===== src/rtl/breadboard_sweeper_if.sv =====
// Signal bundle between the sweeper, the breadboard under test and the board controller.
// start is a level sampled only when the sweeper is IDLE; done is a one-cycle pulse; no back-pressure.
interface breadboard_sweeper_if;
  logic       start;
  logic       w;
  logic       x;
  logic       y;
  logic       z;
  logic [9:0] resp;
  logic       busy;
  logic       done;
  logic       pass;
  logic [4:0] err_count;
  logic       err_valid;
  logic [3:0] first_err_idx;
  logic [3:0] rd_addr;
  logic [9:0] rd_data;

  modport slave (
    input  start, resp, rd_addr,
    output w, x, y, z, busy, done, pass, err_count, err_valid, first_err_idx, rd_data
  );

  modport master (
    output start, resp, rd_addr,
    input  w, x, y, z, busy, done, pass, err_count, err_valid, first_err_idx, rd_data
  );
endinterface


===== src/rtl/breadboard_sweeper.sv =====
// Walks all 16 (w,x,y,z) vectors, samples the 10 breadboard responses after a settle
// delay, stores them in a capture table and scores them against a golden table.
module breadboard_sweeper #(
  parameter int unsigned  SETTLE_CYCLES = 3,
  parameter logic [159:0] GOLDEN        = '0
) (
  input  logic                        clk,
  input  logic                        rst,
  breadboard_sweeper_if.slave         bb,
  output logic [1:0]                  state_o
);

  typedef enum logic [1:0] {
    IDLE   = 2'd0,
    SETTLE = 2'd1,
    SAMPLE = 2'd2,
    DONE   = 2'd3
  } state_e;

  localparam logic [7:0] SETTLE_LD = 8'(SETTLE_CYCLES);

  state_e      state_q, state_d;
  logic [3:0]  idx_q, idx_d;
  logic [3:0]  vec_q, vec_d;
  logic [7:0]  cnt_q, cnt_d;
  logic        busy_q, busy_d;
  logic        pass_q, pass_d;
  logic [4:0]  err_count_q, err_count_d;
  logic        err_valid_q, err_valid_d;
  logic [3:0]  first_err_q, first_err_d;
  logic        cap_we;
  logic [9:0]  capture_q [16];
  logic [9:0]  rd_data_q;
  logic [9:0]  golden_cur;
  logic        mismatch;

  // Constant-index mux keeps the golden lookup free of variable part-selects.
  always_comb begin
    golden_cur = '0;
    for (int i = 0; i < 16; i++) begin
      if (idx_q == 4'(i)) golden_cur = GOLDEN[i*10 +: 10];
    end
  end

  assign mismatch = (bb.resp != golden_cur);

  always_ff @(posedge clk) begin
    if (rst) begin
      state_q     <= IDLE;
      idx_q       <= '0;
      vec_q       <= '0;
      cnt_q       <= '0;
      busy_q      <= 1'b0;
      pass_q      <= 1'b0;
      err_count_q <= '0;
      err_valid_q <= 1'b0;
      first_err_q <= '0;
    end else begin
      state_q     <= state_d;
      idx_q       <= idx_d;
      vec_q       <= vec_d;
      cnt_q       <= cnt_d;
      busy_q      <= busy_d;
      pass_q      <= pass_d;
      err_count_q <= err_count_d;
      err_valid_q <= err_valid_d;
      first_err_q <= first_err_d;
    end
  end

  always_comb begin
    state_d     = state_q;
    idx_d       = idx_q;
    vec_d       = vec_q;
    cnt_d       = cnt_q;
    busy_d      = busy_q;
    pass_d      = pass_q;
    err_count_d = err_count_q;
    err_valid_d = err_valid_q;
    first_err_d = first_err_q;
    cap_we      = 1'b0;

    case (state_q)
      IDLE: begin
        if (bb.start) begin
          idx_d       = '0;
          vec_d       = '0;
          cnt_d       = SETTLE_LD;
          busy_d      = 1'b1;
          err_count_d = '0;
          err_valid_d = 1'b0;
          first_err_d = '0;
          pass_d      = 1'b0;
          state_d     = SETTLE;
        end
      end

      SETTLE: begin
        if (cnt_q == 8'd0) state_d = SAMPLE;
        else               cnt_d   = cnt_q - 8'd1;
      end

      SAMPLE: begin
        cap_we = 1'b1;
        if (mismatch) begin
          err_count_d = err_count_q + 5'd1;
          if (!err_valid_q) begin
            first_err_d = idx_q;
            err_valid_d = 1'b1;
          end
        end
        if (idx_q == 4'd15) begin
          state_d = DONE;
        end else begin
          idx_d   = idx_q + 4'd1;
          vec_d   = idx_q + 4'd1;
          cnt_d   = SETTLE_LD;
          state_d = SETTLE;
        end
      end

      DONE: begin
        busy_d  = 1'b0;
        // err_count_q already includes any mismatch from the final SAMPLE.
        pass_d  = (err_count_q == 5'd0);
        state_d = IDLE;
      end

      default: state_d = IDLE;
    endcase
  end

  // Read sees the pre-write contents when it hits the entry being captured.
  always_ff @(posedge clk) begin
    if (rst) begin
      for (int i = 0; i < 16; i++) capture_q[i] <= '0;
      rd_data_q <= '0;
    end else begin
      if (cap_we) capture_q[idx_q] <= bb.resp;
      rd_data_q <= capture_q[bb.rd_addr];
    end
  end

  assign bb.w             = vec_q[3];
  assign bb.x             = vec_q[2];
  assign bb.y             = vec_q[1];
  assign bb.z             = vec_q[0];
  assign bb.busy          = busy_q;
  assign bb.done          = (state_q == DONE);
  assign bb.pass          = pass_q;
  assign bb.err_count     = err_count_q;
  assign bb.err_valid     = err_valid_q;
  assign bb.first_err_idx = first_err_q;
  assign bb.rd_data       = rd_data_q;
  assign state_o          = state_q;

endmodule

===== src/flat_wrapper.sv =====
// flat-port wrapper written by rule: the top's interface ports become plain ports
module breadboard_sweeper_flat 
#(
  parameter int unsigned  SETTLE_CYCLES = 3,
  parameter logic [159:0] GOLDEN        = '0
)
  (clk, rst, state_o, bb_start, bb_resp, bb_rd_addr, bb_w, bb_x, bb_y, bb_z, bb_busy, bb_done, bb_pass, bb_err_count, bb_err_valid, bb_first_err_idx, bb_rd_data);
  breadboard_sweeper_if bb_i ();
  input  logic clk;
  input  logic rst;
  output logic [1:0] state_o;
  input wire logic [$bits(bb_i.start)-1:0] bb_start;
  input wire logic [$bits(bb_i.resp)-1:0] bb_resp;
  input wire logic [$bits(bb_i.rd_addr)-1:0] bb_rd_addr;
  output wire logic [$bits(bb_i.w)-1:0] bb_w;
  output wire logic [$bits(bb_i.x)-1:0] bb_x;
  output wire logic [$bits(bb_i.y)-1:0] bb_y;
  output wire logic [$bits(bb_i.z)-1:0] bb_z;
  output wire logic [$bits(bb_i.busy)-1:0] bb_busy;
  output wire logic [$bits(bb_i.done)-1:0] bb_done;
  output wire logic [$bits(bb_i.pass)-1:0] bb_pass;
  output wire logic [$bits(bb_i.err_count)-1:0] bb_err_count;
  output wire logic [$bits(bb_i.err_valid)-1:0] bb_err_valid;
  output wire logic [$bits(bb_i.first_err_idx)-1:0] bb_first_err_idx;
  output wire logic [$bits(bb_i.rd_data)-1:0] bb_rd_data;
  assign bb_i.start = bb_start;
  assign bb_i.resp = bb_resp;
  assign bb_i.rd_addr = bb_rd_addr;
  assign bb_w = bb_i.w;
  assign bb_x = bb_i.x;
  assign bb_y = bb_i.y;
  assign bb_z = bb_i.z;
  assign bb_busy = bb_i.busy;
  assign bb_done = bb_i.done;
  assign bb_pass = bb_i.pass;
  assign bb_err_count = bb_i.err_count;
  assign bb_err_valid = bb_i.err_valid;
  assign bb_first_err_idx = bb_i.first_err_idx;
  assign bb_rd_data = bb_i.rd_data;
  breadboard_sweeper #(.SETTLE_CYCLES(SETTLE_CYCLES), .GOLDEN(GOLDEN)) u_core (.clk(clk), .rst(rst), .bb(bb_i), .state_o(state_o));
endmodule

===== config.mk =====
export PLATFORM = sky130hd
export DESIGN_NAME = breadboard_sweeper_flat
export DESIGN_NICKNAME = d
export VERILOG_FILES = /design/src/rtl/breadboard_sweeper_if.sv /design/src/rtl/breadboard_sweeper.sv /design/src/flat_wrapper.sv
export SDC_FILE = /design/constraint.sdc
export NUM_CORES = 1
export LEC_CHECK = 0
export ABC_AREA = 1
export CORE_MARGIN = 2
export CORE_UTILIZATION = 55
export CTS_CLUSTER_DIAMETER = 30
export DETAILED_ROUTE_END_ITERATION = 12
export PLACE_DENSITY = 0.71
export SETUP_SLACK_MARGIN = 0.3
export SYNTH_ARGS = -nofsm -noshare
export SYNTH_HDL_FRONTEND = slang
export SYNTH_SLANG_ARGS = --single-unit

===== constraint.sdc =====
create_clock -name clk -period 3.08 [get_ports clk]
set_clock_uncertainty 0.2 [all_clocks]
set_input_delay 0.77 -clock clk [delete_from_list [all_inputs] [get_ports clk]]
set_output_delay 0.77 -clock clk [all_outputs]
set_load 0.02 [all_outputs]

==> qor.txt <==
Startpoint Class: flip-flop
worst rel slew slack: 59.13%
Sink Count: 196
CTS tree: built
Post-CTS Hold Fix Bufs: 0
synth warn: 0
Num CTS Buffers: 17
total of max-cap violations: 0
Synth area leader: edfxtp_1
Area Growth Syn to Fin: 14.33%
Gate power share: 12.6%
Antenna Cells: 0
Post-CTS Setup Repair Bufs: 0
outcome: finished clean
CTS resizes: 1
sequential share of power: 50.4%
synth top area cells: edfxtp_1, nor2_1, dfxtp_1
first-pass GRT wire length: 34.14 mm
mean post-synth cell area: 9.036 um^2
commonest cells after routing, fill and taps aside: nor2_1, edfxtp_1, nand2_1
Int Power: 4.497 mW
CTS root buffer: clkbuf_16
CTS Buffer Depth: 2
commonest non-fill, non-tap cell in the layout: nor2_1
crit path DAT: 1.68 ns
Clk pwr share: 37.0%
Net Switching: 1.525 mW
Post-synth ARST share: 0%
CTS HTree Levels: 4
sequential share of the synthesized area: 61.15%
leakage power: 4.119 nW
PortBufs: 45
Layout Nets: 1,064
vias per cell: 5.468
Initial Util: 56.68%
initial antenna violation count: 0
post-route ant nets: 0
WL per Instance: 17.38 um
DP HPWL: 14.29 mm
via count: 6,933
TritonRoute pass-1 iters: 8
detailed-route DRC error count: 0
ratio of cells with drive above 1 in the final layout: 7.700%
crit end category: output pin
Post-synth EDFFs: 160
endpoints failing hold: 0
Tmin final: 2.649 ns
Setup WS post-layout: 0.4307 ns
dpl ws: 0.3101 ns
vias in the first global route: 6,423
I/O pins: 46
total negative setup slack: 0 ns
clk slew on worst S/H paths: 0.07 ns
fin. max-slew vios: 0
Hold Crit Class: flip-flop to flip-flop
Worst-Margin Slew: 0.6124 ns
cell area after layout: 10,330 um^2
clk_lat worst skew: 0.43 ns
Core ar.: 15,940 um^2
global route overflow: 0
Yosys cell types: 27
Setup CP Type: flip-flop to output pin
crit-path max FO: 6
setup violators final: 0
post-synth top area share: 53.17%
RSZ-0062 raised after global routing: no
Fmax: 377.5 MHz
Placed Instance Area: 9739 um^2
die width: 132.2 um
GRT Util Overall: 25.76%
PwrDens: 582.9 nW/um^2
largest net degree at the start of global routing: 71
Rows: 46
Switching Fraction: 25.32%
Core Util, Final: 64.80%
Total Routed Length: 22.04 mm
Routability Congestion: 0.9270
top_reg_cell synth: edfxtp_1
CP required: 2.11 ns
Post-Syn Instances: 1,000
Cell Area, Synth: 9036 um^2
Max IR drop VDD: 0.4005 mV
synthesized flop and latch total: 196
final critical-path share of the clock period: 86.02%
Die Y: 132.2 um
Syn Nets: 1,025
initial detailed-routing violation count: 803
Die Area: 17,470 um^2
layout make-up:
cell class / count / area, um^2
repair buffers: 81 / 740.7
clock buffers: 19 / 432.9
flip-flops and latches: 196 / 5527
multi-input cells: 677 / 2955
well taps: 216 / 270.3
fillers: 1322 / 5612
clock inverters: 13 / 157.7
inverters: 66 / 247.7
metrics by stage:
step           power, mW  hold slack (ns)  instances
2_1_floorplan      3.574           0.2838       1000
3_3_place_gp       3.827           0.2586       1236
3_5_place_dp       3.839           0.2613       1236
4_1_cts            6.032           0.2755       1268
5_1_grt            6.225           0.2959       1268
6_report           6.022           0.2703       1268
path summary, 6_finish.rpt:
kind	start	endpoint	slack [ns]	cells past startpoint
min reg2reg	u_core.bb.first_err_idx[1]	u_core.bb.first_err_idx[1]	0.27	2
max	u_core.state_o[1]	bb_done	0.43	3
min	u_core.bb.first_err_idx[1]	u_core.bb.first_err_idx[1]	0.27	2
max reg2reg	u_core.idx_q[3]	u_core.capture_q[11][7]	0.98	4
state kept, by name, summed over array words and instances (netlist names):
name                     flops
u_core.capture_q           160
u_core.bb.rd_data           10
u_core.cnt_q                 8
u_core.bb.err_count          5
u_core.bb.first_err_idx      4
u_core.idx_q                 4
u_core.state_o               2
u_core.bb.busy               1
u_core.bb.err_valid          1
u_core.bb.pass               1
Yosys cell counts (4+ instances only):
library cell	count
clkinv_1	8
buf_2	27
dfxtp_1	36
inv_1	56
nand2_1	129
nor2_4	5
o211ai_1	5
a21oi_1	33
o21ai_0	67
nor3_1	4
clkbuf_1	21
nand4_1	10
nand3_1	74
nand2_2	4
nor2_1	332
clkbuf_2	6
buf_6	4
edfxtp_1	160
ha_1	8
worst max-delay path, cell delays in order (launching register included):
cell,delay (ns)
dfxtp_2,0.42
nand2_1,0.12
inv_1,0.10
clkdlybuf4s50_1,0.61
cell families (layout without fill, tap and decap cells):
| kind of cell | count (synthesis) | after routing | share of synthesized area [%] |
|---|---|---|---|
| AOI/OAI and AO/OA | 106 | 106 | 6.037 |
| adders and majority gates | 8 | 8 | 1.108 |
| and+or+nand+nor | 560 | 560 | 25.27 |
| buffers and inverters | 127 | 179 | 6.148 |
| DFF | 196 | 196 | 61.15 |
| xor gates and xnor gates | 3 | 3 | 0.2908 |
layer usage:
layer	share of wire (%)	global-route usage (%)
met5	0	0
met1	43	35.52
met2	45	40.83
met4	3.2	11.17
met3	8.6	4.075
power by group through the flow:
stage               registers [mW]  clock network [mW]  logic, mW
detailed placement            3.09                   0      0.750
global placement              3.09                   0      0.741
floorplan                     3.11                   0      0.463
CTS                           3.03                2.24      0.754
finish                        3.03                2.23      0.760
global route                  3.05                2.34      0.838
No activity file was read; power rests on OpenSTA's default activity.
